File: src/rtl/core_bus_responder_pkg.sv
// rtl/core_bus_responder_pkg.sv - shared state, port and limit definitions for the core bus responder
package core_bus_responder_pkg;

    typedef logic [1:0] bus_state_t;

    localparam bus_state_t ST_IDLE = 2'd0;
    localparam bus_state_t ST_MEM  = 2'd1;
    localparam bus_state_t ST_IO   = 2'd2;
    localparam bus_state_t ST_ACK  = 2'd3;

    typedef enum logic {
        PORT_INSTR = 1'b0,
        PORT_DATA  = 1'b1
    } bus_port_e;

    localparam int unsigned ADDR_W = 19;
    localparam int unsigned DATA_W = 16;
    localparam int unsigned CNT_W  = 8;

    localparam logic [CNT_W-1:0]  IO_TIMEOUT_LIMIT = 8'd255;
    localparam logic [DATA_W-1:0] IO_TIMEOUT_DATA  = 16'hFFFF;
    localparam logic [1:0]        BE_FULL          = 2'b11;

    // Instruction fetches always read the full word.
    function automatic logic [1:0] sram_be_for(input bus_port_e port, input logic [1:0] be);
        return (port == PORT_INSTR) ? BE_FULL : be;
    endfunction

endpackage

File: src/rtl/bus_wait_counter.sv
// rtl/bus_wait_counter.sv - loadable down counter with zero flag for SRAM wait states and I/O timeout
module bus_wait_counter #(
    parameter int unsigned W = 8
) (
    input  logic         clk_i,
    input  logic         rst_i,
    input  logic         load_i,
    input  logic [W-1:0] load_val_i,
    input  logic         dec_i,
    output logic         zero_o
);

    logic [W-1:0] cnt_q;
    logic [W-1:0] cnt_d;

    always_comb begin
        cnt_d = cnt_q;
        if (load_i) begin
            cnt_d = load_val_i;
        end else if (dec_i && (cnt_q != '0)) begin
            cnt_d = cnt_q - 1'b1;
        end
    end

    always_ff @(posedge clk_i or posedge rst_i) begin
        if (rst_i) begin
            cnt_q <= '0;
        end else begin
            cnt_q <= cnt_d;
        end
    end

    assign zero_o = (cnt_q == '0);

endmodule

File: src/rtl/core_bus_responder.sv
// rtl/core_bus_responder.sv - arbitrates instruction/data masters onto SRAM and I/O ports
// Optional I/O timeout enabled by defining CORE_BUS_IO_TIMEOUT_EN.
module core_bus_responder
    import core_bus_responder_pkg::*;
#(
    parameter int unsigned WAIT_STATES = 1
) (
    input  logic        clk,
    input  logic        reset,
    input  logic [18:0] instr_m_addr,
    input  logic        instr_m_access,
    output logic        instr_m_ack,
    output logic [15:0] instr_m_data_in,
    input  logic [18:0] data_m_addr,
    input  logic [15:0] data_m_data_out,
    input  logic        data_m_access,
    input  logic        data_m_wr_en,
    input  logic [1:0]  data_m_bytesel,
    input  logic        d_io,
    output logic        data_m_ack,
    output logic [15:0] data_m_data_in,
    output logic [18:0] sram_addr,
    output logic [15:0] sram_wdata,
    input  logic [15:0] sram_rdata,
    output logic        sram_cs,
    output logic        sram_we,
    output logic [1:0]  sram_be,
    output logic [15:0] io_addr,
    output logic [15:0] io_wdata,
    input  logic [15:0] io_rdata,
    output logic        io_access,
    output logic        io_wr_en,
    output logic [1:0]  io_bytesel,
    input  logic        io_ack
);

    bus_state_t        state_q, state_d;
    bus_port_e         port_q;
    logic [ADDR_W-1:0] addr_q;
    logic [DATA_W-1:0] wdata_q;
    logic [1:0]        be_q;
    logic              wr_q;
    logic [DATA_W-1:0] instr_rdata_q;
    logic [DATA_W-1:0] data_rdata_q;

    logic              accept_data;
    logic              accept_instr;
    logic              cnt_load;
    logic [CNT_W-1:0]  cnt_load_val;
    logic              cnt_dec;
    logic              cnt_zero;
    logic              capture;
    logic [DATA_W-1:0] capture_val;

    bus_wait_counter #(
        .W (CNT_W)
    ) u_wait_counter (
        .clk_i      (clk),
        .rst_i      (reset),
        .load_i     (cnt_load),
        .load_val_i (cnt_load_val),
        .dec_i      (cnt_dec),
        .zero_o     (cnt_zero)
    );

    always_comb begin
        state_d      = state_q;
        accept_data  = 1'b0;
        accept_instr = 1'b0;
        cnt_load     = 1'b0;
        cnt_load_val = '0;
        cnt_dec      = 1'b0;
        capture      = 1'b0;
        capture_val  = '0;
        case (state_q)
            ST_IDLE: begin
                // Data master has priority; instruction only goes when data is quiet.
                if (data_m_access) begin
                    accept_data = 1'b1;
                    cnt_load    = 1'b1;
                    if (d_io) begin
                        state_d      = ST_IO;
                        cnt_load_val = IO_TIMEOUT_LIMIT - 1'b1;
                    end else begin
                        state_d      = ST_MEM;
                        cnt_load_val = CNT_W'(WAIT_STATES);
                    end
                end else if (instr_m_access) begin
                    accept_instr = 1'b1;
                    cnt_load     = 1'b1;
                    cnt_load_val = CNT_W'(WAIT_STATES);
                    state_d      = ST_MEM;
                end
            end
            ST_MEM: begin
                if (cnt_zero) begin
                    state_d     = ST_ACK;
                    capture     = 1'b1;
                    capture_val = wr_q ? '0 : sram_rdata;
                end else begin
                    cnt_dec = 1'b1;
                end
            end
            ST_IO: begin
                if (io_ack) begin
                    state_d     = ST_ACK;
                    capture     = 1'b1;
                    capture_val = wr_q ? '0 : io_rdata;
                end
`ifdef CORE_BUS_IO_TIMEOUT_EN
                else if (cnt_zero) begin
                    state_d     = ST_ACK;
                    capture     = 1'b1;
                    capture_val = wr_q ? '0 : IO_TIMEOUT_DATA;
                end else begin
                    cnt_dec = 1'b1;
                end
`endif
            end
            default: begin
                state_d = ST_IDLE;
            end
        endcase
    end

    always_ff @(posedge clk or posedge reset) begin
        if (reset) begin
            state_q       <= ST_IDLE;
            port_q        <= PORT_INSTR;
            addr_q        <= '0;
            wdata_q       <= '0;
            be_q          <= '0;
            wr_q          <= 1'b0;
            instr_rdata_q <= '0;
            data_rdata_q  <= '0;
        end else begin
            state_q <= state_d;
            if (accept_data) begin
                port_q  <= PORT_DATA;
                addr_q  <= data_m_addr;
                wdata_q <= data_m_data_out;
                be_q    <= data_m_bytesel;
                wr_q    <= data_m_wr_en;
            end else if (accept_instr) begin
                port_q  <= PORT_INSTR;
                addr_q  <= instr_m_addr;
                wdata_q <= '0;
                be_q    <= BE_FULL;
                wr_q    <= 1'b0;
            end
            if (capture) begin
                if (port_q == PORT_DATA) begin
                    data_rdata_q <= capture_val;
                end else begin
                    instr_rdata_q <= capture_val;
                end
            end
        end
    end

    logic in_mem, in_io, in_ack;
    assign in_mem = (state_q == ST_MEM);
    assign in_io  = (state_q == ST_IO);
    assign in_ack = (state_q == ST_ACK);

    assign sram_cs    = in_mem;
    assign sram_we    = in_mem & wr_q;
    assign sram_addr  = in_mem ? addr_q : '0;
    assign sram_be    = in_mem ? sram_be_for(port_q, be_q) : 2'b00;
    assign sram_wdata = (in_mem & wr_q) ? wdata_q : '0;

    assign io_access  = in_io;
    assign io_wr_en   = in_io & wr_q;
    assign io_addr    = in_io ? {addr_q[14:0], 1'b0} : '0;
    assign io_bytesel = in_io ? be_q : 2'b00;
    assign io_wdata   = (in_io & wr_q) ? wdata_q : '0;

    assign instr_m_ack     = in_ack & (port_q == PORT_INSTR);
    assign data_m_ack      = in_ack & (port_q == PORT_DATA);
    assign instr_m_data_in = instr_rdata_q;
    assign data_m_data_in  = data_rdata_q;

endmodule
File: config.mk
export PLATFORM = sky130hd
export DESIGN_NAME = core_bus_responder
export DESIGN_NICKNAME = d
export VERILOG_FILES = /design/src/rtl/core_bus_responder_pkg.sv /design/src/rtl/bus_wait_counter.sv /design/src/rtl/core_bus_responder.sv
export SDC_FILE = /design/constraint.sdc
export NUM_CORES = 1
export LEC_CHECK = 0
export CORE_MARGIN = 2
export CORE_UTILIZATION = 50
export CTS_CLUSTER_SIZE = 25
export DETAILED_ROUTE_END_ITERATION = 10
export DONT_BUFFER_PORTS = 1
export HOLD_SLACK_MARGIN = 0.03
export PLACE_DENSITY = 0.78
export SLEW_MARGIN = 25
export SYNTH_ARGS = -nofsm -noshare
export SYNTH_HDL_FRONTEND = slang
export SYNTH_SLANG_ARGS = --single-unit
File: constraint.sdc
create_clock -name clk -period 2.1 [get_ports clk]
set_input_delay 0.105 -clock clk [delete_from_list [all_inputs] [get_ports clk]]
set_output_delay 0.105 -clock clk [all_outputs]
set_load 0.05 [all_outputs]
== Yosys cells after proc, flatten, opt, wreduce, memory -nomap -nowiden ==
Cells that the tools add are included.
Cells by class
  $add $sub $neg: 1
  equality and inequality tests: 6
  multiplexer cells: 45
  bitwise operators: 5
  reductions and logical operators: 9
Operator list (count)
  two-way mux 16 bit: 9
  two-way mux 19 bit: 3
  two-way mux 8 bit: 5
  case mux 16 bit (2 select lines): 1
  two-way mux 2 bit: 10
  two-way mux 1 bit: 15
  zero test 8 bit: 1
  nonzero test 8 bit: 1
  subtractor 8 x 1 -> 8 bit (second input constant): 1
  case mux 2 bit (3 select lines): 1
  AND 1 bit: 4
  == test 2 bit (second input constant): 2
  inequality test 2 bit (second input constant): 2
  AND reduction 2 bit: 2
  nonzero test 2 bit: 2
  inequality test 3 bit (second input constant): 1
  AND reduction 3 bit: 1
  == test 2 x 1 -> 1 bit (second input constant): 1
  zero test 2 bit: 1
  case mux 1 bit (2 select lines): 1
  logical AND 1 bit: 1
  inverter 1 bit: 1
Word-level totals
  register bits after elaboration: 81
  input port bits: 95
  word-level logic and storage cells: 75

== Longest topological paths before layout ==
Gate-level depths: netlist (run 1).
  depth in word-level cells: 6
  mapped depth: 9

== Hierarchy ==
From an unflattened synthesis (run 1), not the netlist that was laid out.
Unflattened totals
  cell total of the unflattened synthesis: 394
  area, all modules: 4376.7 µm²
By module, submodules not included
  core_bus_responder: times used 1, cells each 341, area each 3881.2 µm², seq. area each 1826.8 µm²
  bus_wait_counter: times used 1, cells each 53, area each 495.5 µm², seq. area each 200.2 µm²

== Worst setup path before layout (run 1) ==
OpenSTA, ideal clock, no wires.
  path type: register -> output
  start: register state_q[1]
  end: output sram_be[0]
  arrival: 2671 ps
  required time: 1995 ps
  path slack: -676 ps
  cell stages (with the launch flop): 6
  cells stage by stage: dfrtp_1 -> inv_1 -> ha_1 -> clkbuf_1 -> clkbuf_1 -> a21boi_0
On the way
  longest elaborated chain between the ends: 2
Ends and longest elaborated chain
  start: declaration: line core_bus_responder.sv:37  | bus_state_t state_q, state_d;
  start signal: assignment: line core_bus_responder.sv:137  | state_q <= state_d;
  == test 2 x 1 -> 1 bit: line core_bus_responder.sv:162  | assign in_mem = (state_q == ST_MEM);
  via sram_cs: line core_bus_responder.sv:25  | output logic sram_cs,
  two-way mux 2 bit: line core_bus_responder.sv:169  | assign sram_be = in_mem ? sram_be_for(port_q, be_q) : 2'b00;
  end: declaration: line core_bus_responder.sv:27  | output logic [1:0] sram_be,
The timed path passes the listed nets, and every way through them passes these cells.

== Worst setup path in the final report (run 1) ==
  start: register u_wait_counter.cnt_q[0]
  end: register state_q[0]
On the way
  longest elaborated chain between the ends: 3
Ends and longest elaborated chain
  start: declaration: line bus_wait_counter.sv:13  | logic [W-1:0] cnt_q;
  start signal: assignment: line bus_wait_counter.sv:29  | cnt_q <= cnt_d;
  zero test 8 bit: line bus_wait_counter.sv:33  | assign zero_o = (cnt_q == '0);
  inequality test 2 bit (no line)
  AND reduction 3 bit (no line)
No other way between the ends.
A chain may end at the register's enable or synchronous reset.

==> impl_summary.log, run 1 <==
INFO  metric die_w = 96.1 um
INFO  metric worst-r2r-cell-count = 6
INFO  metric place.port_buffers = 0
INFO  metric start_util = 51.6%
INFO  metric htree_num_levels = 3
INFO  metric min-delay-path-class = in2reg
INFO  metric vias_per_cell = 5.97
INFO  metric dr.pass1.iters = 4
INFO  metric critPathLaunchType = flop
INFO  metric unrepaired_setup_endpoints_after_global_routing = true
INFO  metric cells_after_synthesis = 374
INFO  metric max_slew_margin = 45.0%
INFO  metric cts_tree = built
INFO  metric clk_transition_reported_paths = 80 ps
INFO  metric vdd_ir_drop_max = 0.00112 V
INFO  metric regToRegEndpoint = state_q[0]$_DFFE_PP0P_
INFO  metric floorplan_row_count = 33
INFO  metric dpl.hpwl = 7760 um
INFO  metric max_freq = 490 MHz
INFO  metric static-leakage-power = 0.00289 uW
INFO  metric synth-edff-count = 0
INFO  metric gp_congestion = 0.777
INFO  metric period_minus_slack = 2040 ps
INFO  metric leading_post_synthesis_cells_by_cell_area = sky130_fd_sc_hd__dfrtp_1, sky130_fd_sc_hd__a22o_1, sky130_fd_sc_hd__and2_1, sky130_fd_sc_hd__mux2_2, sky130_fd_sc_hd__and3_1
INFO  metric clock-sinks = 81
INFO  metric numCtsBuffers = 9
INFO  metric clock_path_buffers = 2
INFO  metric crit_path_max_fanout = 7
INFO  metric design.portCount = 204
INFO  metric power_per_cell_area = 1540 nW/um2
INFO  metric maxSlewViolCount = 0
INFO  metric synth-warning-count = 0
INFO  metric syn-mean-instance-area = 11.3 um2
INFO  metric hold_violations = 0
INFO  metric clockRootBuffer = sky130_fd_sc_hd__clkbuf_8
INFO  metric grtUsageTotal = 26.4%
INFO  metric final_setup_fails = 0
INFO  metric grt_pass1_vias = 3,677
INFO  metric report.power.total = 8890 uW
INFO  metric ff2ff_setup_slack = 60 ps
INFO  metric worst-endpoint-required = 2330 ps
INFO  metric post_syn_area = 4240 um2
INFO  metric end_kind = flop
INFO  metric worst-slew-pin-transition = 823 ps
INFO  metric post_drt_wl_per_cell = 21.3 um
INFO  metric maximum_number_of_pins_on_one_net_before_global_route_repair = 47
INFO  metric sum_of_routed_wire_length_over_all_layers = 12,700 um
INFO  metric proportion_of_synthesized_chip_area_in_sequential_cells = 47.8%
INFO  metric antennaDiodeCount = 0
INFO  metric synthFlopType = sky130_fd_sc_hd__dfrtp_1
INFO  metric synthDominantAreaCellType = sky130_fd_sc_hd__dfrtp_1
INFO  metric fp.coreArea = 8220 um2
INFO  metric detailedRoute.firstIterationViolations = 123
INFO  metric die_height = 96.1 um
INFO  metric drv_cap = 0
INFO  metric fin_cells = 599
INFO  metric worst_skew_pair.late_latency = 350 ps
INFO  metric antenna_violations_before_repair = 0
INFO  metric yosys.cell_types.count = 49
INFO  metric synth_nets = 475
INFO  metric ys_seq_elements = 81
INFO  metric min_to = data_m_data_in[10]$_DFFE_PP0P_
INFO  metric async_flop_share = 100%
INFO  metric timing.critical_path.arrival = 2270 ps
INFO  metric total_via_count_in_the_routed_design = 3,578
INFO  metric fin_worst_skew = 14.4 ps
INFO  metric outcome = finished clean
INFO  metric worst_hold_path.num_cells = 2
INFO  metric timing.setup.critical_path_class = reg2reg
INFO  metric fin_crit_sh = 97.1%
INFO  metric fin_ws = 60.1 ps
INFO  metric post-place-ws = 50.0 ps
INFO  metric die-area = 9230 um2
INFO  metric hp-start = sram_rdata[10]
INFO  metric remaining_drc_errors = 0
INFO  metric cell_count_post_placement = 518
INFO  metric layout-drive-gt1-share = 32.4%
INFO  metric route.antenna.remaining_nets = 0
INFO  metric grt_overflow = 0
INFO  metric synth.top_cell.area_share = 47.8%
INFO  metric areaGrowthSynthToFinish = 36.5%
INFO  metric final_nets = 590
INFO  metric r2r-start = u_wait_counter.cnt_q[0]$_DFFE_PP0P_
INFO  metric grt_first_pass_wirelength = 18,500 um
placed cells by master (no fill, tap or decap), drive strengths merged, types with 3 or more instances in the layout:
master	n
mux2	33
a211oi	3
ha	6
o22a	4
and3	34
a22o	69
and2	40
dlygate4sd3	61
nor3	7
o21ai	4
nand2	6
buf	75
a21oi	9
nor2	6
inv	10
dfrtp	81
nor2b	3
clkbuf	12
layer usage:
| metal | share of wire, % | up-vias | track usage [%] |
|---|---|---|---|
| met5 | 0 | - | 0 |
| met1 | 38 | 1748 | 31.6 |
| met4 | 1.4 | 0 | 9.05 |
| li1 | - | 1606 | - |
| met3 | 10 | 16 | 7.52 |
| met2 | 50 | 208 | 45.4 |
cell families (layout without fill, tap and decap cells):
logic type      count (synthesis)  count (layout)  share of synthesized area [%]
other cells                     1               1                         0.0885
xor+xnor                        1               1                          0.207
flops                          81              81                           47.8
mux                            34              34                           9.98
buf+inv                        43             163                           4.66
compound gates                101             101                           19.7
fa+ha+maj                       6               6                           1.77
simple gates                  107             107                           15.8
report_power, final:
| group | leakage, uW | switching, uW | internal [uW] | total [uW] |
|---|---|---|---|---|
| combinational | 0.00173 | 2770 | 1750 | 4510 |
| sequential | 0.00106 | 1070 | 2130 | 3200 |
| clock | 0.000100 | 580 | 591 | 1170 |
state kept, by name (all words and copies together), names as in the netlist:
register	cells
addr_q	19
be_q	2
data_m_data_in	16
instr_m_data_in	16
port_q	1
state_q	2
u_wait_counter.cnt_q	8
wdata_q	16
wr_q	1
cell usage after synthesis, types with 2 or more instances:
cell type / number
sky130_fd_sc_hd__dfrtp_1: 81
sky130_fd_sc_hd__a22o_1: 69
sky130_fd_sc_hd__clkbuf_1: 26
sky130_fd_sc_hd__o22a_1: 2
sky130_fd_sc_hd__mux2_2: 21
sky130_fd_sc_hd__and2_1: 40
sky130_fd_sc_hd__a2bb2oi_1: 2
sky130_fd_sc_hd__a21oi_1: 9
sky130_fd_sc_hd__o22a_2: 2
sky130_fd_sc_hd__a21boi_0: 2
sky130_fd_sc_hd__nand2_1: 6
sky130_fd_sc_hd__o21ai_0: 2
sky130_fd_sc_hd__a211oi_1: 3
sky130_fd_sc_hd__inv_1: 10
sky130_fd_sc_hd__a31oi_1: 2
sky130_fd_sc_hd__nand4_1: 2
sky130_fd_sc_hd__buf_1: 2
sky130_fd_sc_hd__mux2_4: 11
sky130_fd_sc_hd__nor2b_1: 3
sky130_fd_sc_hd__nor2_1: 6
sky130_fd_sc_hd__nor3_1: 6
sky130_fd_sc_hd__ha_1: 6
sky130_fd_sc_hd__and3_1: 34
sky130_fd_sc_hd__buf_6: 2
stage by stage:
step	cell area, um2	setup TNS, ps	hold slack, ps	utilization [%]
after floorplan	4290	0	238	-
after global placement	4850	-623	129	59.1
after detailed placement	4860	0	136	59.1
after CTS	5700	0	31.5	69.4
after global routing	5780	-6.15	43.5	70.4
final	5780	0	48.0	70.4
what timing repair did:
action | in CTS | in global routing
setup endpoints to repair | 38 | 40
resized for setup | 19 | 6
gates cloned | 0 | 1
pin swaps | 0 | 1
endpoints found under the hold margin | 77 | 0
hold buffers | 61 | 0
buffers inserted | 0 | 2
worst max path at each step:
stage,to,depth (start not counted),slack [ps],start
final,state_q[0]$_DFFE_PP0P_,6,60,u_wait_counter.cnt_q[0]$_DFFE_PP0P_
after detailed placement,data_m_data_in[11]$_DFFE_PP0P_,5,50,u_wait_counter.cnt_q[7]$_DFFE_PP0P_
after global routing,instr_m_data_in[5]$_DFFE_PP0P_,8,-5,state_q[1]$_DFFE_PP0P_
after floorplan,instr_m_data_in[0]$_DFFE_PP0P_,7,0.2,state_q[0]$_DFFE_PP0P_
after global placement,data_m_data_in[12]$_DFFE_PP0P_,6,-30,state_q[1]$_DFFE_PP0P_
after CTS,sram_be[0],6,30,state_q[1]$_DFFE_PP0P_
layout make-up:
class | instances | area [um2]
multi-input cells | 250 | 2100
flip-flops and latches | 81 | 2030
repair buffers | 137 | 1280
fillers | 528 | 2430
inverters | 10 | 41.3
well taps | 105 | 131
clock inverters | 5 | 63.8
clock buffers | 11 | 141
worst max-delay path, cell delays in order (launching register included):
cell	delay [ps]
sky130_fd_sc_hd__dfrtp_1	420
sky130_fd_sc_hd__inv_1	70
sky130_fd_sc_hd__ha_1	160
sky130_fd_sc_hd__or3b_1	380
sky130_fd_sc_hd__o21a_4	270
sky130_fd_sc_hd__a221o_2	330
sky130_fd_sc_hd__mux2_4	300
(Power assumes the default switching activity.)
==> run 2, diff against run 1 <==
- CELL_PAD_IN_SITES_DETAIL_PLACEMENT: unset -> 1
- CELL_PAD_IN_SITES_GLOBAL_PLACEMENT: unset -> 2
- CORE_UTILIZATION: 50 -> 34
- PLACE_DENSITY: 0.78 -> 0.86
==> run 2 against run 1 <==
  * Critical path depth unchanged
  * Highest routed layer unchanged
  * Global-route usage down 5.5 points
  * Clock power up 35%
  * Worst hold slack worse by 11 ps
  * Largest cell class unchanged
  * Fmax fell by 0.57%
  * Core utilization fell by 21 points
==> impl_summary.log, run 2 (same netlist as run 1, synthesis figures left out) <==
INFO  metric antenna_violations_before_repair = 0 (unchanged)
INFO  metric critical_path.startpoint = u_wait_counter.cnt_q[0]$_DFFE_PP0P_
INFO  metric final.fill_count = 1,289 (+140%)
INFO  metric vias_per_cell = 5.46 (-8.5%)
INFO  metric clock_path_buffers = 2 (unchanged)
INFO  metric worst-slew-pin-transition = 768 ps (-54.5 ps)
INFO  metric placedInstanceArea = 5270 um2 (+8.5%)
INFO  metric grt_first_pass_wirelength = 21,600 um (+17%)
INFO  metric floorplan_row_count = 40 (+21%)
INFO  metric layout-drive-gt1-share = 32.6% (+0.19 points)
INFO  metric final.setup.tns = 0 ps (unchanged)
INFO  metric static-leakage-power = 0.00293 uW (+1.6%)
INFO  metric registers.top_by_ff_count = addr_q
INFO  metric clock-sinks = 81 (unchanged)
INFO  metric fin_ws = 48.4 ps (-11.7 ps)
INFO  metric place.port_buffers = 0 (unchanged)
INFO  metric total_via_count_in_the_routed_design = 3,585 (+0.20%)
INFO  metric fin_worst_skew = 4.45 ps (-9.96 ps)
INFO  metric grt_overflow = 0 (unchanged)
INFO  metric fp.coreArea = 12,100 um2 (+47%)
INFO  metric worst-endpoint-required = 2310 ps (-20 ps)
INFO  metric timing.setup.critical_path_class = reg2reg
INFO  metric cts_tree = built
INFO  metric htree_num_levels = 3 (unchanged)
INFO  metric hp-start = data_m_access
INFO  metric die_height = 116 um (+20%)
INFO  metric min-delay-path-class = in2reg
INFO  metric grt_pass1_vias = 4,059 (+10%)
INFO  metric outcome = finished clean
INFO  metric clk_transition_reported_paths = 60 ps (-20 ps)
INFO  metric maximum_number_of_pins_on_one_net_before_global_route_repair = 48 (+2.1%)
INFO  metric sum_of_routed_wire_length_over_all_layers = 14,300 um (+12%)
INFO  metric grtUsageTotal = 20.9% (-5.5 points)
INFO  metric dr.pass1.iters = 4 (unchanged)
INFO  metric period_minus_slack = 2050 ps (+11.7 ps)
INFO  metric route.antenna.remaining_nets = 0 (unchanged)
INFO  metric unrepaired_setup_endpoints_after_global_routing = false
INFO  metric final_cell_mix = sky130_fd_sc_hd__dfrtp_1, sky130_fd_sc_hd__buf_4, sky130_fd_sc_hd__a22o_1
INFO  metric areaGrowthSynthToFinish = 42.0%
INFO  metric drv_cap = 0 (unchanged)
INFO  metric end_kind = flop
INFO  metric hold_violations = 0 (unchanged)
INFO  metric max_slew_margin = 48.7% (+3.7 points)
INFO  metric final_nets = 584 (-1.0%)
INFO  metric dpl.hpwl = 9670 um (+25%)
INFO  metric die_w = 116 um (+20%)
INFO  metric start_util = 35.0% (-17 points)
INFO  metric critPathLaunchType = flop
INFO  metric cell_count_post_placement = 600 (+16%)
INFO  metric mostFrequentLayoutCell = sky130_fd_sc_hd__dfrtp_1
INFO  metric crit_path_max_fanout = 4 (-3)
INFO  metric vdd_ir_drop_max = 0.000744 V (-33%)
INFO  metric remaining_drc_errors = 0 (unchanged)
INFO  metric r2r-start = u_wait_counter.cnt_q[0]$_DFFE_PP0P_
INFO  metric post_drt_wl_per_cell = 21.8 um (+2.2%)
INFO  metric timing.critical_path.arrival = 2260 ps (about the same)
INFO  metric power_per_cell_area = 1590 nW/um2 (+3.7%)
INFO  metric flip_flop_count_of_the_largest_register_after_layout = 19 (unchanged)
INFO  metric fin_crit_sh = 97.7% (+0.56 points)
INFO  metric detailedRoute.firstIterationViolations = 152 (+24%)
INFO  metric final_area = 6020 um2 (+4.1%)
INFO  metric report.power.total = 9600 uW (+8.0%)
INFO  metric maxSlewViolCount = 0 (unchanged)
INFO  metric gp_congestion = 0.777 (unchanged)
INFO  metric final_setup_fails = 0 (unchanged)
INFO  metric die-area = 13,400 um2 (+45%)
INFO  metric fin_cells = 656 (+9.5%)
INFO  metric post-place-ws = 7.01 ps (-43.0 ps)
INFO  metric max_freq = 487 MHz (-0.57%)
INFO  metric worst_skew_pair.late_latency = 330 ps (-20 ps)
INFO  metric antennaDiodeCount = 0 (unchanged)
INFO  metric design.portCount = 204 (unchanged)
INFO  metric clockRootBuffer = sky130_fd_sc_hd__clkbuf_16
INFO  metric numCtsBuffers = 9 (unchanged)
-- run 2: stage by stage --
step | hold WS, ps | utilization [%]
floorplan | 238 | -
global placement | 123 | 43.3
detailed placement | 140 | 43.5
CTS | 30.2 | 49.2
global route | 31.3 | 49.7
finish | 37.4 | 49.7
-- run 2: layout make-up --
| type | count | area [um2] | area share [%] |
|---|---|---|---|
| multi-input combinational | 250 | 2080 | 34.5 |
| sequential | 81 | 2030 | 33.7 |
| timing repair buffer | 131 | 1370 | 22.7 |
| inverter | 10 | 41.3 | 0.686 |
| tap | 168 | 210 | 3.49 |
| clock inverter | 5 | 55.1 | 0.914 |
| clock buffer | 11 | 243 | 4.03 |
-- run 2: report_power, final --
| part | total [uW] | internal, uW | switching, uW |
|---|---|---|---|
| combinational | 4810 | 1920 | 2890 |
| clock | 1580 | 950 | 627 |
| sequential | 3210 | 2140 | 1070 |
-- run 2: critical path, cell delays in order, from the launching register on --
cell                      delay (ps)
sky130_fd_sc_hd__dfrtp_1         410
sky130_fd_sc_hd__inv_1            80
sky130_fd_sc_hd__ha_2            200
sky130_fd_sc_hd__or3b_1          380
sky130_fd_sc_hd__o21a_4          230
sky130_fd_sc_hd__a221o_2         330
sky130_fd_sc_hd__mux2_4          300
-- run 2: layer usage --
metal / part of all wire (%) / global-route usage [%] / wire (um) / up-vias
li1: - / - / - / 1591
met1: 38 / 23.2 / 5450 / 1799
met2: 52 / 38.8 / 7440 / 177
met3: 8.0 / 5.49 / 1140 / 18
met4: 1.7 / 6.98 / 239 / 0
met5: 0 / 0 / 0 / -
-- run 2: final timing paths --
| path | end | slack, ps | cells after the start |
|---|---|---|---|
| setup / recovery | state_q[0]$_DFFE_PP0P_ | 50 | 6 |
| hold / removal | addr_q[12]$_DFFE_PP0P_ | 40 | 2 |
| setup reg to reg | state_q[0]$_DFFE_PP0P_ | 50 | 6 |
| hold reg to reg | addr_q[16]$_DFFE_PP0P_ | 510 | 1 |
| max in group asynchronous | be_q[1]$_DFFE_PP0P_ | 1000 | 3 |
| min in group asynchronous | instr_m_data_in[15]$_DFFE_PP0P_ | 390 | 2 |
-- run 2: what timing repair did --
item	CTS	global route
pin swaps	0	2
hold buffers	37	0
cloned	0	1
hold endpoints to repair	68	0
setup endpoints to repair	22	37
gates resized for setup	4	5
setup buffers	0	2
==> run 3, diff against run 2 <==
- SETUP_SLACK_MARGIN: unset -> 0.2
==> run 3 against run 2 <==
  * Register-to-register slack gained 60 ps
  * First-iteration DRC count shrank 20%
  * Worst hold slack lost 5.3 ps
  * Design area grew 10%
  * Clock skew is essentially flat
  * Global-route usage grew 0.95 points
  * Count of clock-buffer cells in the layout is the same
  * Highest routed layer unchanged
==> impl_summary.log, run 3 (same netlist as run 1, synthesis figures left out) <==
INFO  metric detailedRoute.firstIterationViolations = 122 (-20%)
INFO  metric die_height = 116 um (unchanged)
INFO  metric power_per_cell_area = 1560 nW/um2 (-1.8%)
INFO  metric gp_congestion = 0.771 (-0.68%)
INFO  metric total_switching_power = 4890 uW (+6.4%)
INFO  metric clock_path_buffers = 2 (unchanged)
INFO  metric fin_worst_skew = 4.50 ps (+0.0492 ps)
INFO  metric final_setup_fails = 0 (unchanged)
INFO  metric static-leakage-power = 0.00317 uW (+8.2%)
INFO  metric timing.critical_path.arrival = 2260 ps (about the same)
INFO  metric grtUsageTotal = 21.9% (+0.95 points)
INFO  metric grt_first_pass_wirelength = 22,600 um (+4.5%)
INFO  metric clock-sinks = 81 (unchanged)
INFO  metric place.port_buffers = 0 (unchanged)
INFO  metric worst-endpoint-required = 2370 ps (+60 ps)
INFO  metric total_via_count_in_the_routed_design = 3,765 (+5.0%)
INFO  metric outcome = finished clean
INFO  metric fp.coreArea = 12,100 um2 (unchanged)
INFO  metric maxSlewViolCount = 0 (unchanged)
INFO  metric layout-drive-gt1-share = 38.1% (+5.5 points)
INFO  metric grt_overflow = 0 (unchanged)
INFO  metric min-delay-path-class = in2reg
INFO  metric hold_violations = 0 (unchanged)
INFO  metric clkPwrFrac = 14.0% (-2.4 points)
INFO  metric unrepaired_setup_endpoints_after_global_routing = true
INFO  metric cts_tree = built
INFO  metric htree_num_levels = 3 (unchanged)
INFO  metric post_drt_wl_per_cell = 23.1 um (+6.0%)
INFO  metric vdd_ir_drop_max = 0.000755 V (+1.5%)
INFO  metric routed-wl-met3 = 1240 um (+8.5%)
INFO  metric max_slew_margin = 46.7% (-2.0 points)
INFO  metric internal-power = 5500 uW (+9.8%)
INFO  metric final.fill_count = 1,224 (-5.0%)
INFO  metric end_kind = flop
INFO  metric placedInstanceArea = 5290 um2 (+0.24%)
INFO  metric sum_of_routed_wire_length_over_all_layers = 16,000 um (+12%)
INFO  metric power_switching_share = 47.1% (-0.77 points)
INFO  metric drv_cap = 0 (unchanged)
INFO  metric route.antenna.remaining_nets = 0 (unchanged)
INFO  metric numCtsBuffers = 9 (unchanged)
INFO  metric antenna_violations_before_repair = 0 (unchanged)
INFO  metric vias_per_cell = 5.43 (-0.59%)
INFO  metric timing.setup.critical_path_class = reg2reg
INFO  metric max_freq = 503 MHz (+3.2%)
INFO  metric mostFrequentLayoutCell = sky130_fd_sc_hd__dfrtp_1
INFO  metric crit_path_max_fanout = 4 (unchanged)
INFO  metric seq_power_share = 31.2% (-2.3 points)
INFO  metric worst_hold_path.num_cells = 2 (unchanged)
INFO  metric start_util = 35.0% (unchanged)
INFO  metric clk_transition_reported_paths = 60 ps (about the same)
INFO  metric critPathLaunchType = flop
INFO  metric dr.pass1.iters = 4 (unchanged)
INFO  metric die-area = 13,400 um2 (unchanged)
INFO  metric combPwrFrac = 54.8% (+4.7 points)
INFO  metric grt_pass1_vias = 4,138 (+1.9%)
INFO  metric final_cell_mix = sky130_fd_sc_hd__dfrtp_1, sky130_fd_sc_hd__a22o_1, sky130_fd_sc_hd__buf_4
INFO  metric worst_skew_pair.late_latency = 340 ps (about the same)
INFO  metric highest-signal-layer = met4
INFO  metric die_w = 116 um (unchanged)
INFO  metric wl_met2 = 8310 um (+12%)
INFO  metric antennaDiodeCount = 0 (unchanged)
INFO  metric flip_flop_count_of_the_largest_register_after_layout = 19 (unchanged)
INFO  metric r2r-start = u_wait_counter.cnt_q[5]$_DFFE_PP0P_
INFO  metric remaining_drc_errors = 0 (unchanged)
INFO  metric final_nets = 622 (+6.5%)
INFO  metric period_minus_slack = 1990 ps (-63.9 ps)
INFO  metric design.portCount = 204 (unchanged)
INFO  metric worst-r2r-cell-count = 6 (unchanged)
INFO  metric floorplan_row_count = 40 (unchanged)
INFO  metric clockRootBuffer = sky130_fd_sc_hd__clkbuf_16
INFO  metric worst-slew-pin-transition = 798 ps (+30.4 ps)
INFO  metric wl_met1 = 6020 um (+10%)
INFO  metric fin_crit_sh = 94.7% (-3.0 points)
INFO  metric maximum_number_of_pins_on_one_net_before_global_route_repair = 48 (unchanged)
INFO  metric final_area = 6640 um2 (+10%)
INFO  metric hp-start = data_m_access
INFO  metric final.setup.tns = 0 ps (unchanged)
INFO  metric final_core_utilization = 54.8% (+5.1 points)
INFO  metric registers.top_by_ff_count = addr_q
INFO  metric areaGrowthSynthToFinish = 56.5%
INFO  metric critical_path.startpoint = u_wait_counter.cnt_q[5]$_DFFE_PP0P_
INFO  metric dpl.hpwl = 9470 um (-2.0%)
run 3: path summary, 6_finish.rpt:
path	endpoint	slack [ps]
hold / removal	addr_q[11]$_DFFE_PP0P_	30
min in group asynchronous	data_m_data_in[0]$_DFFE_PP0P_	400
setup reg to reg	data_m_data_in[4]$_DFFE_PP0P_	110
hold reg to reg	addr_q[17]$_DFFE_PP0P_	500
setup / recovery	data_m_data_in[4]$_DFFE_PP0P_	110
max in group asynchronous	be_q[1]$_DFFE_PP0P_	1010
run 3: final cells by class:
class	count	area (um2)	share of cell area, %
inverters	10	41.3	0.622
well taps	168	210	3.17
multi-input cells	250	2180	32.9
flip-flops and latches	81	2030	30.5
clock buffers	11	243	3.66
clock inverters	4	28.8	0.434
repair buffers	169	1900	28.6
run 3: worst max-delay path: stages (launching register included):
cell                      delay, ps
sky130_fd_sc_hd__dfrtp_1        380
sky130_fd_sc_hd__or4_4          590
sky130_fd_sc_hd__buf_6          150
sky130_fd_sc_hd__nor3_4         300
sky130_fd_sc_hd__buf_4          180
sky130_fd_sc_hd__a22o_1         170
sky130_fd_sc_hd__mux2_4         160
run 3: through the flow:
step	setup slack (ps)	total power (uW)	hold slack, ps	instances
3_3_place_gp	12.1	7580	124	599
4_1_cts	129	9750	30.5	683
3_5_place_dp	-15.0	7860	149	600
5_1_grt	38.5	10900	38.7	693
2_1_floorplan	0.158	6410	238	374
6_report	112	10400	32.1	693
run 3: layer usage:
| metal | GRT usage, % | vias up |
|---|---|---|
| li1 | - | 1667 |
| met5 | 0 | - |
| met4 | 8.02 | 0 |
| met3 | 7.06 | 28 |
| met1 | 24.1 | 1885 |
| met2 | 39.4 | 185 |
run 3: power groups by stage:
| stage | clock [uW] | sequential [uW] | combinational [uW] |
|---|---|---|---|
| after floorplan | 0 | 3070 | 3340 |
| after global placement | 0 | 3200 | 4390 |
| after detailed placement | 0 | 3220 | 4640 |
| after CTS | 1480 | 3210 | 5060 |
| after global routing | 1550 | 3320 | 6030 |
| final | 1450 | 3240 | 5690 |
run 3: what timing repair did:
| item | CTS | global route |
|---|---|---|
| endpoints found under the setup margin | 106 | 92 |
| hold buffers | 49 | 0 |
| endpoints found under the hold margin | 71 | 0 |
| gates cloned | 0 | 4 |
| gates resized for setup | 20 | 49 |
| setup buffers | 19 | 6 |
| pin swaps | 8 | 7 |
